File: config.mk
export PLATFORM = sky130hd
export DESIGN_NAME = nco_voice_scheduler
export DESIGN_NICKNAME = d
export VERILOG_FILES = /design/src/rtl/nco_voice_scheduler.sv
export SDC_FILE = /design/constraint.sdc
export NUM_CORES = 1
export LEC_CHECK = 0
export ABC_AREA = 1
export BUFFER_PORTS_ARGS = -buffer_cell sky130_fd_sc_hd__buf_4
export CORE_ASPECT_RATIO = 1.25
export CORE_MARGIN = 2
export CORE_UTILIZATION = 46
export DETAILED_ROUTE_END_ITERATION = 12
export PLACE_DENSITY_LB_ADDON = 0.15
export SLEW_MARGIN = 20
export SYNTH_ARGS = -nofsm -noshare
export SYNTH_HDL_FRONTEND = slang
export SYNTH_SLANG_ARGS = --single-unit
File: constraint.sdc
create_clock -name clk -period 12 [get_ports clk]
set_clock_uncertainty 0.1 [all_clocks]
set_input_delay 1.2 -clock clk [delete_from_list [all_inputs] [get_ports clk]]
set_output_delay 1.2 -clock clk [all_outputs]
set_load 0.05 [all_outputs]
File: src/rtl/nco_voice_scheduler.sv
// Shares one quarter-wave sine ROM between VOICES NCO voices. Each sample
// frame steps every voice through the ROM, then emits the mixed signed sample.
module nco_voice_scheduler #(
  parameter int BITSIZE = 24,
  parameter int PHASE   = 17,
  parameter int TABLE   = 12,
  parameter int VBITS   = 2
) (
  input  logic               clk,
  input  logic               rst,
  input  logic               sample_tick,
  input  logic               cfg_we,
  input  logic [VBITS-1:0]   cfg_voice,
  input  logic [PHASE-1:0]   cfg_step,
  input  logic [8:0]         cfg_gain,
  input  logic               cfg_en,
  output logic [TABLE-1:0]   rom_addr,
  input  logic [BITSIZE-1:0] rom_data,
  output logic [BITSIZE-1:0] sample,
  output logic               sample_valid,
  output logic               busy,
  output logic               overrun
);

  localparam int VOICES = 2**VBITS;
  localparam int ACCW   = BITSIZE + VBITS + 1;
  localparam int PRODW  = BITSIZE + 9;
  localparam logic [VBITS-1:0] LAST_VOICE = VBITS'(VOICES - 1);

  typedef enum logic [1:0] {IDLE, FETCH, MAC, DONE} state_t;

  state_t                  state_reg, state_next;
  logic [VBITS-1:0]        v_reg;
  logic [VBITS-1:0]        v_inc;
  logic signed [ACCW-1:0]  acc_reg;
  logic                    frame_start;

  logic [VOICES-1:0][PHASE-1:0] phase_all;
  logic [VOICES-1:0][PHASE-1:0] step_all;
  logic [VOICES-1:0][8:0]       gain_all;
  logic [VOICES-1:0]            en_all;

  logic [PRODW-1:0]        prod;
  logic signed [ACCW-1:0]  term_mag;
  logic signed [ACCW-1:0]  term;

  // Quadrant fold: bit PHASE-2 mirrors the index, bit PHASE-1 is the sign.
  function automatic logic [TABLE-1:0] idx_of(input logic [PHASE-1:0] p);
    logic [TABLE-1:0] f;
    f = p[PHASE-3 -: TABLE];
    return p[PHASE-2] ? ~f : f;
  endfunction

  assign frame_start = (state_reg == IDLE) && sample_tick;
  assign v_inc       = v_reg + VBITS'(1);

  generate
    for (genvar gi = 0; gi < VOICES; gi++) begin : g_voice
      logic [PHASE-1:0] phase_reg, step_sh_reg, step_act_reg;
      logic [8:0]       gain_sh_reg, gain_act_reg;
      logic             en_sh_reg, en_act_reg;

      always_ff @(posedge clk or posedge rst) begin
        if (rst) begin
          phase_reg    <= '0;
          step_sh_reg  <= '0;
          step_act_reg <= '0;
          gain_sh_reg  <= '0;
          gain_act_reg <= '0;
          en_sh_reg    <= 1'b0;
          en_act_reg   <= 1'b0;
        end else begin
          if (cfg_we && cfg_voice == VBITS'(gi)) begin
            step_sh_reg <= cfg_step;
            gain_sh_reg <= (cfg_gain > 9'd256) ? 9'd256 : cfg_gain;
            en_sh_reg   <= cfg_en;
          end
          // The active set reads the shadow before any same-cycle write lands.
          if (frame_start) begin
            step_act_reg <= step_sh_reg;
            gain_act_reg <= gain_sh_reg;
            en_act_reg   <= en_sh_reg;
          end
          if (state_reg == MAC && v_reg == VBITS'(gi)) begin
            phase_reg <= en_act_reg ? phase_reg + step_act_reg : '0;
          end
        end
      end

      assign phase_all[gi] = phase_reg;
      assign step_all[gi]  = step_act_reg;
      assign gain_all[gi]  = gain_act_reg;
      assign en_all[gi]    = en_act_reg;
    end
  endgenerate

  // Product is non-negative, so the >>8 is exact as an arithmetic shift.
  assign prod     = {9'd0, rom_data} * {{BITSIZE{1'b0}}, gain_all[v_reg]};
  assign term_mag = ACCW'(prod >> 8);

  always_comb begin
    term = '0;
    if (en_all[v_reg]) begin
      term = phase_all[v_reg][PHASE-1] ? -term_mag : term_mag;
    end
  end

  always_comb begin
    state_next = state_reg;
    busy       = (state_reg != IDLE);
    case (state_reg)
      IDLE:    if (sample_tick) state_next = FETCH;
      FETCH:   state_next = MAC;
      MAC:     state_next = (v_reg == LAST_VOICE) ? DONE : FETCH;
      DONE:    state_next = IDLE;
      default: state_next = IDLE;
    endcase
  end

  always_ff @(posedge clk or posedge rst) begin
    if (rst) begin
      state_reg <= IDLE;
    end else begin
      state_reg <= state_next;
    end
  end

  always_ff @(posedge clk or posedge rst) begin
    if (rst) begin
      v_reg        <= '0;
      acc_reg      <= '0;
      rom_addr     <= '0;
      sample       <= '0;
      sample_valid <= 1'b0;
      overrun      <= 1'b0;
    end else begin
      sample_valid <= 1'b0;
      if (sample_tick && state_reg != IDLE) begin
        overrun <= 1'b1;
      end
      case (state_reg)
        IDLE: begin
          if (sample_tick) begin
            v_reg    <= '0;
            acc_reg  <= '0;
            rom_addr <= idx_of(phase_all[0]);
          end
        end
        MAC: begin
          acc_reg <= acc_reg + term;
          if (v_reg != LAST_VOICE) begin
            v_reg    <= v_inc;
            rom_addr <= idx_of(phase_all[v_inc]);
          end
        end
        DONE: begin
          sample       <= BITSIZE'(acc_reg >>> VBITS);
          sample_valid <= 1'b1;
        end
        default: ;
      endcase
    end
  end

endmodule

### Word level (Yosys, flattened, before mapping)

Index checks and enable logic that the tools add are counted.

| operators by class | value |
|---|---|
| equality and inequality tests | 12 |
| div/mod/pow operators | 0 |
| magnitude comparators | 3 |
| add/subtract/negate cells | 7 |
| shifts and indexed selects | 0 |
| mux-type cells | 29 |
| $mul | 1 |
| reduce and logical (&&, ||, !) cells | 17 |
| bitwise logic cells | 2 |

Operators by type and width:

| operator | count |
|---|---|
| 17-bit two-way mux | 5 |
| 27-bit two-way mux | 3 |
| 17-bit adder | 4 |
| 17-bit binary-select mux with 2-bit select | 2 |
| 27-bit case mux with 2 select lines | 1 |
| 12-bit two-way mux | 4 |
| 24-bit by 9-bit multiplier with 33-bit output | 1 |
| 27-bit adder | 1 |
| 25-bit negation with 27-bit output | 1 |
| 12-bit NOT | 2 |
| 12-bit case mux with 2 select lines | 1 |
| 9-bit binary-select mux with 2-bit select | 1 |
| 9-bit two-way mux | 2 |
| 16-bit two-way mux | 1 |
| 2-bit == test (second input constant) | 6 |
| 1-bit logical AND | 10 |
| 9-bit greater-than comparator (second input constant) | 1 |
| 2-bit two-way mux | 4 |
| 2-bit case mux with 4 select lines | 1 |
| 2-bit by 1-bit == test with 1-bit output (second input constant) | 3 |
| 2-bit zero test | 3 |
| 2-bit by 3-bit < comparator with 1-bit output (second input constant) | 2 |
| 2-bit != test (second input constant) | 2 |
| 2-bit case mux with 2 select lines | 1 |
| other kinds (7) | 9 |

| word-level totals | value |
|---|---|
| output and inout bits | 39 |
| bits of input ports | 57 |
| bits in latches | 0 |
| memories kept | 0 |
| memory bits (writable) | 0 |
| memory bits (read-only) | 0 |
| logic and storage cells | 106 |
| flip-flop bits (word level) | 353 |

### Logic depth before layout (Yosys ltp)

Gate-level depths: netlist of the first run.

| logic depth | value |
|---|---|
| depth after elaboration | 8 |
| depth in mapped cells | 48 |

### Worst setup path after synthesis of the first run

OpenSTA, ideal clock, no wires.

| path | value |
|---|---|
| path type | reg-to-reg |
| start | register v_reg[0] |
| end | register acc_reg[18] |
| arrival time | 7.400 ns |
| setup time | 0.129 ns |
| required time | 11.771 ns |
| path buffers | 5 |
| path slack | 4.371 ns |
| cell stages (with the launch flop) | 46 |
| cell sequence | dfrtp_1 > buf_6 > inv_4 > buf_8 > clkbuf_1 > clkbuf_1 > nand2_1 > nand3_1 > nand2_1 > inv_1 > clkbuf_1 > nand2_1 > fa_1 > inv_1 > fa_1 > fa_1 > inv_1 > fa_1 > (+10 left out) > nand2_2 > nor2_4 > o21a_1 > nor3_1 > ha_1 > nand2_1 > nor2_1 > nand2_1 > o211ai_1 > a31oi_1 > o21ai_0 > inv_1 > o21ai_0 > nand3_1 > nand2_1 > a21oi_1 > o21ai_0 > o21ai_0 |

| between the ends | value |
|---|---|
| longest elaborated chain between the ends | 8 |
| elaborated cells between the ends (all ways) | 12 |
| those cells by class | 2 x add/sub; 1 x mul; 9 x mux |

RTL lines:

| element | RTL line | text |
|---|---|---|
| from (decl) | 33 | `logic [VBITS-1:0] v_reg;` |
| from (signal assigned) | 152 | `v_reg <= v_inc;` |
| 9-bit binary-select mux with 2-bit select | 98 | `assign prod = {9'd0, rom_data} * {{BITSIZE{1'b0}}, gain_all[v_reg]};` |
| 9-bit two-way mux (implied by the code) | 98 |  |
| 24-bit by 9-bit multiplier with 33-bit output | 98 |  |
| 25-bit negation with 27-bit output | 104 | `term = phase_all[v_reg][PHASE-1] ? -term_mag : term_mag;` |
| 27-bit two-way mux | 104 |  |
| 27-bit two-way mux (*) | 103 | `if (en_all[v_reg]) begin` |
| 27-bit adder (*) | 150 | `acc_reg <= acc_reg + term;` |
| 27-bit case mux with 2 select lines (*) | 141 | `case (state_reg)` |
| to (signal assigned) | 150 |  |
| to (decl) | 35 | `logic signed [ACCW-1:0] acc_reg;` |

Mark *: on every way between the ends. The rest lies on a longest branch, timed or not. The select of a mux whose other input is x is not followed.
A chain may end at the register's enable or synchronous reset.

### Final worst setup path of the first run

Ends and elaborated chain as after synthesis.

==> flow_summary.json, run 1 <==
{
  "status": "complete, no violations",
  "cts_tree": "yes",
  "vias": 21855,
  "required_ps": 12300,
  "die_y_microns": 267,
  "crit_path_start_kind": "flip-flop",
  "drt-initial-drc-count": 1318,
  "final_nets": 3700,
  "cp_max_fo": 64,
  "cts-root-buf": "clkbuf_16",
  "cpLargestDelayFamily": "adder cells",
  "io_buffers": 95,
  "setup_tns_ps": 0,
  "cp_common_cell": "nand2_1",
  "track_usage_pct": 27.1,
  "cts_sinks": 352,
  "final_common_cell": "nand2_1",
  "clock_latency_ps": 550,
  "grt_pass1_wl_microns": 122000,
  "worst_slew_pin_slew_ps": 1190,
  "post-place-ws_ps": 2840,
  "drive_above_1_share_pct": 6.89,
  "via_per_inst": 5.33,
  "slew_violations": 0,
  "ff_latch_area_sq_um": 8810,
  "core_sq_um": 54800,
  "async_reset_ff_share_pct": 100,
  "hpwlAfterDp_microns": 57800,
  "synthToLayoutAreaGrowth_pct": 10.4,
  "htree_levels": 2,
  "holdBufCountCts": 0,
  "core.rowCount": 96,
  "die-area_sq_um": 57200,
  "synthesis.nets": 3649,
  "place_congestion": 0.959,
  "postCtsSetupBuffers": 0,
  "antenna_left": 0,
  "fp.dieW_microns": 214,
  "avgSynthCellArea_sq_um": 7.72,
  "synth_edf_count": 0,
  "crit_arrival_ps": 9580,
  "mappedNetlistArea_sq_um": 25400,
  "ff2ff_setup_slack_ps": 2720,
  "fillers": 5417,
  "overflow": 0,
  "antenna-diode-count": 0,
  "initial_utilization_pct": 46.4,
  "critical_path_class": "reg2reg",
  "yosys_warnings": 0,
  "drt_first_pass_iters": 5,
  "grt_max_degree": 131,
  "clock_path_buffers": 3,
  "fin_crit_sh_pct": 77.3,
  "setup_ws_ps": 2720,
  "whs_ps": 370,
  "synth-seq-area-share_pct": 34.7,
  "grt_pass1_vias": 22391,
  "hold_viol": 0,
  "drcViolationCount": 0,
  "final_cell_mix": "nand2_1, inv_1, dfrtp_1",
  "setup.worst_path.end_class": "flip-flop",
  "ys_seq_elements": 352,
  "relSlewSlack_pct": 20.8,
  "wl_microns": 75800,
  "routedWlPerCell_microns": 18.5,
  "slowest_stage": "nand2_1",
  "clkTransAtPathRegs_ps": 60,
  "pin_count": 96,
  "ys.flop_type": "dfrtp_1",
  "drv_cap": 0,
  "setup-violations-final": 0,
  "period_needed_ps": 9280,
  "multi_input_area_sq_um": 14400,
  "rsz0062_at_grt": "no",
  "path_buf_inv": 8,
  "synth_cells": 3290,
  "synth_cell_types": 60,
  "max_freq_ghz": 0.108,
  "worstHoldPathType": "reg2reg",
  "antenna_found_initial": 0,
  "cts_buffers": 38,
  "cts_resized": 0,
  "critPathMaxStageDelay_ps": 880
}
cells by family after synthesis:
kind of cell,synth area share [%]
buffers and inverters,8.82
AO/OA/AOI/OAI,13.4
XOR/XNOR,1.74
AND/OR/NAND/NOR,21.8
adder cells (fa/ha/maj),19.6
flip-flops,34.7
worst register-to-register path: cells and delay by family, from the launching register on:
| kind | cells | cell delay [ps] |
|---|---|---|
| buf+inv | 8 | 1460 |
| compound gates | 13 | 2060 |
| simple gates | 13 | 2110 |
| xor+xnor | 1 | 330 |
| flops | 1 | 340 |
| fa+ha+maj | 6 | 2720 |
metrics by stage:
| step | utilization [%] | cells | cell area [sq um] |
|---|---|---|---|
| floorplan | - | 3290 | 25400 |
| global placement | 48.9 | 4035 | 26800 |
| detailed placement | 48.9 | 4035 | 26800 |
| CTS | 51.2 | 4101 | 28000 |
| global route | 51.2 | 4102 | 28100 |
| finish | 51.2 | 4102 | 28100 |
area by class of cell:
class	count	share of cell area, %
timing repair buffer	117	3.23
tap	735	3.28
multi-input combinational	2347	51.2
sequential	352	31.4
clock buffer	52	3.90
inverter	485	6.53
clock inverter	14	0.473
final timing paths:
check | to | cells after the start | from
max | acc_reg[18]$_DFFE_PP0P_ | 41 | v_reg[0]$_DFFE_PP0P_
min | g_voice[0].gain_act_reg[5]$_DFFE_PP0P_ | 2 | g_voice[0].gain_act_reg[5]$_DFFE_PP0P_
min reg2reg | g_voice[0].gain_act_reg[5]$_DFFE_PP0P_ | 2 | g_voice[0].gain_act_reg[5]$_DFFE_PP0P_
min in group asynchronous | rom_addr[11]$_DFFE_PP0P_ | 2 | rst
max reg2reg | acc_reg[18]$_DFFE_PP0P_ | 41 | v_reg[0]$_DFFE_PP0P_
max in group asynchronous | g_voice[3].phase_reg[1]$_DFFE_PP0P_ | 5 | rst
routing by layer:
metal | global-route usage, % | routed length [microns] | vias up
met1 | 31.9 | 30300 | 10659
met4 | 10.4 | 3000 | 0
met2 | 50.8 | 39800 | 516
li1 | - | - | 10534
met5 | 0 | 0 | -
met3 | 2.77 | 2740 | 146
cell usage after synthesis (all sizes together), types with 2 or more instances:
cell type,n,area (sq um)
ha,143,1790
clkbuf,96,360
xnor2,20,183
or2,3,18.8
o21ai,340,1710
a21oi,156,785
o22ai,40,250
nor2,283,1110
nor4,3,18.8
a31oi,22,144
dfrtp,352,8810
nand3b,2,15.0
nand3,85,455
nand4,10,62.6
o211ai,2,15.0
o32ai,2,17.5
a211oi,6,45.0
inv,484,1820
and2,6,37.5
nand2,948,3640
o21a,5,37.5
xor2,27,259
o21bai,23,176
a21o,6,45.0
nor3,33,170
buf,10,58.8
o31ai,3,22.5
a22o,10,87.6
fa,159,3180
a31o,2,17.5
Power of run 1 is not shown: default switching activity piles up to over one toggle a cycle in this logic, so the estimate is an artifact.
==> inputs of run 2 (changes only) <==
--- a/config.mk
+++ b/config.mk
@@ -5,7 +5,7 @@
 export SDC_FILE = /design/constraint.sdc
 export NUM_CORES = 1
 export LEC_CHECK = 0
-export ABC_AREA = 1
+export ABC_AREA = 0
 export BUFFER_PORTS_ARGS = -buffer_cell sky130_fd_sc_hd__buf_4
 export CORE_ASPECT_RATIO = 1.25
 export CORE_MARGIN = 2
==> constraint.sdc (replaced) <==
create_clock -name clk -period 8.1 [get_ports clk]
set_clock_uncertainty 0.1 [all_clocks]
set_input_delay 0.81 -clock clk [delete_from_list [all_inputs] [get_ports clk]]
set_output_delay 0.81 -clock clk [all_outputs]
set_load 0.05 [all_outputs]
==> run 2 against run 1 <==
Compared with the run above: the run now ends with setup timing left; utilization grew 4.2 points; maximum frequency grew 10%; synthesized area down 1.6%; wire length decreased by 16%; via count fell by 15%; cell count shrank 17%; first-iteration DRC count is 35% lower; setup slack got worse by 3000 ps; count of clock-buffer cells in the layout grew 3; register-to-register slack got worse by 3000 ps; die area decreased by 1.5%.
==> flow_summary.json, run 2 <==
{
  "min_from": "overrun$_DFFE_PP0P_",
  "die_y_microns": 265,
  "fin_crit_sh_pct": 104,
  "cts-root-buf": "clkbuf_16",
  "violations": "setup timing",
  "critical_path.startpoint": "v_reg[0]$_DFFE_PP0P_",
  "crit_arrival_ps": 8760,
  "grt_pass1_wl_microns": 104000,
  "drive_above_1_share_pct": 26.4,
  "pin_count": 96,
  "async_reset_ff_share_pct": 100,
  "synthesis.nets": 2759,
  "ys_top_cells_by_area": "dfrtp_1, fa_1, mux2_2",
  "final_cell_mix": "dfrtp_1, buf_4, nand2_1",
  "wl_microns": 63600,
  "critPathMaxStageDelay_ps": 620,
  "period_needed_ps": 8420,
  "max_freq_ghz": 0.119,
  "worstHoldPathType": "reg2reg",
  "drt-met1-wl_microns": 24800,
  "drv_cap": 0,
  "core_sq_um": 53700,
  "ys.flop_type": "dfrtp_1",
  "rsz0062_at_grt": "yes",
  "antenna-diode-count": 0,
  "synth-seq-area-share_pct": 35.2,
  "setup-violations-final": 3,
  "crit_path_start_kind": "flip-flop",
  "antenna_found_initial": 0,
  "wl_met2_microns": 34600,
  "core.rowCount": 95,
  "setup_tns_ps": -711,
  "antenna_left": 0,
  "top_layer": "met4",
  "final_nets": 3000,
  "via_per_inst": 5.46,
  "fp.dieW_microns": 213,
  "crit-reg2reg-launch": "v_reg[0]$_DFFE_PP0P_",
  "final_area_sq_um": 29800,
  "relSlewSlack_pct": 25.0,
  "track_usage_pct": 23.3,
  "synth_top_area_cell": "dfrtp_1",
  "synthToLayoutAreaGrowth_pct": 19.1,
  "route.met3.wl_microns": 1690,
  "critical_path_class": "reg2reg",
  "drt-initial-drc-count": 852,
  "synth_edf_count": 0,
  "place_inst": 3297,
  "synth_cell_types": 76,
  "synthTopCellsByCount": "dfrtp_1, nand2_1, inv_1",
  "initial_utilization_pct": 46.6,
  "cp_common_cell": "fa_1",
  "post-place-ws_ps": -367,
  "cts_sinks": 352,
  "cts_tree": "yes",
  "hold_viol": 0,
  "mappedNetlistArea_sq_um": 25000,
  "clkTransAtPathRegs_ps": 60,
  "setup_ws_ps": -324,
  "setup.worst_path.end_class": "flip-flop",
  "grt_max_degree": 170,
  "required_ps": 8430,
  "avgSynthCellArea_sq_um": 10.4,
  "slowest_stage": "mux4_2",
  "ys_seq_elements": 352,
  "place_congestion": 0.859,
  "clock_latency_ps": 560,
  "vias": 18543,
  "cpLargestDelayFamily": "compound AO/OA/AOI/OAI gates",
  "place_area_sq_um": 27700,
  "drcViolationCount": 0,
  "worst_slew_pin_slew_ps": 1120,
  "yosys_warnings": 0,
  "io_buffers": 95,
  "overflow": 0,
  "slew_violations": 0,
  "path_buf_inv": 6,
  "final_common_cell": "dfrtp_1",
  "status": "finished with violations",
  "cts_buffers": 38,
  "yosysTopAreaCellShare_pct": 35.2,
  "die-area_sq_um": 56300,
  "fin_cells": 3397,
  "grt_pass1_vias": 19726,
  "drt_first_pass_iters": 5,
  "htree_levels": 2,
  "synth.most_common_cell": "dfrtp_1",
  "cp_max_fo": 7,
  "hpwlAfterDp_microns": 47200,
  "synth_cells": 2400,
  "clock_path_buffers": 3,
  "routedWlPerCell_microns": 18.7
}
-- run 2: cell types whose count changed in the layout (fill, tap and decap cells not counted), sizes merged, moves of 31 or more --
| cell | previous run | this run |
|---|---|---|
| a21oi | 156 | 100 |
| nand2 | 948 | 252 |
| nand3 | 85 | 23 |
| and2 | 6 | 127 |
| o22ai | 40 | 7 |
| inv | 484 | 224 |
| a22o | 10 | 41 |
| xnor2 | 20 | 86 |
| mux2 | 0 | 206 |
| buf | 117 | 297 |
| nor2 | 283 | 89 |
| o21ai | 340 | 130 |
| a21o | 6 | 40 |
-- run 2: metrics by stage --
stage | util [%] | hold WS [ps]
finish | 55.5 | 360
global route | 55.5 | 382
CTS | 54.4 | 362
detailed placement | 51.5 | 350
global placement | 51.5 | 343
floorplan | - | 344
-- run 2: final cells by class --
| class | instances | area [sq um] |
|---|---|---|
| fill | 4782 | 23900 |
| sequential | 352 | 8810 |
| clock inverter | 14 | 174 |
| tap | 727 | 910 |
| timing repair buffer | 297 | 2320 |
| clock buffer | 55 | 1100 |
| multi-input combinational | 1730 | 15600 |
| inverter | 222 | 837 |
-- run 2: logic make-up (layout without fill, tap and decap cells) --
kind of cell               Yosys count  after routing  share of synthesized area, %
and+or+nand+nor                    598            598                          11.6
AOI/OAI and AO/OA                  457            457                          12.2
DFF                                352            352                          35.2
buffers and inverters              322            588                          4.86
adders and majority gates          302            302                          19.9
muxes                              234            238                          11.5
xor gates and xnor gates           135            135                          4.73
-- run 2: repair_timing --
action                     CTS  global route
buffers inserted             8            19
pin swaps                    9            68
setup endpoints to repair    5            13
hold buffers                 0             0
cloned                       3             1
resized for setup           31            97
-- run 2: final timing paths --
check                                                        endpoint  slack (ps)  cells after the start
worst max-delay path                          acc_reg[25]$_DFFE_PP0P_        -320                     33
worst min-delay path                              overrun$_DFFE_PP0P_         360                      1
worst max register to register                acc_reg[25]$_DFFE_PP0P_        -320                     33
worst min register to register                    overrun$_DFFE_PP0P_         360                      1
max in group asynchronous                      sample_valid$_DFF_PP0_        6070                      3
min in group asynchronous       g_voice[0].gain_sh_reg[0]$_DFFE_PP0P_         370                      2
-- run 2: worst register-to-register path, delay by kind of cell (launching register included) --
kind                     cells  cell delay, ps
adder cells (fa/ha/maj)      6            2460
buffers and inverters        6             660
XOR/XNOR                     1             160
AO/OA/AOI/OAI               15            3240
multiplexers                 1             620
flip-flops                   1             390
AND/OR/NAND/NOR              4             660
-- run 2: layer usage --
layer / vias to the layer above / track usage, %
li1: 8684 / -
met1: 9409 / 26.7
met2: 320 / 44.2
met3: 130 / 2.24
met4: 0 / 9.22
met5: - / 0
Power of run 2 is left out for the same reason.
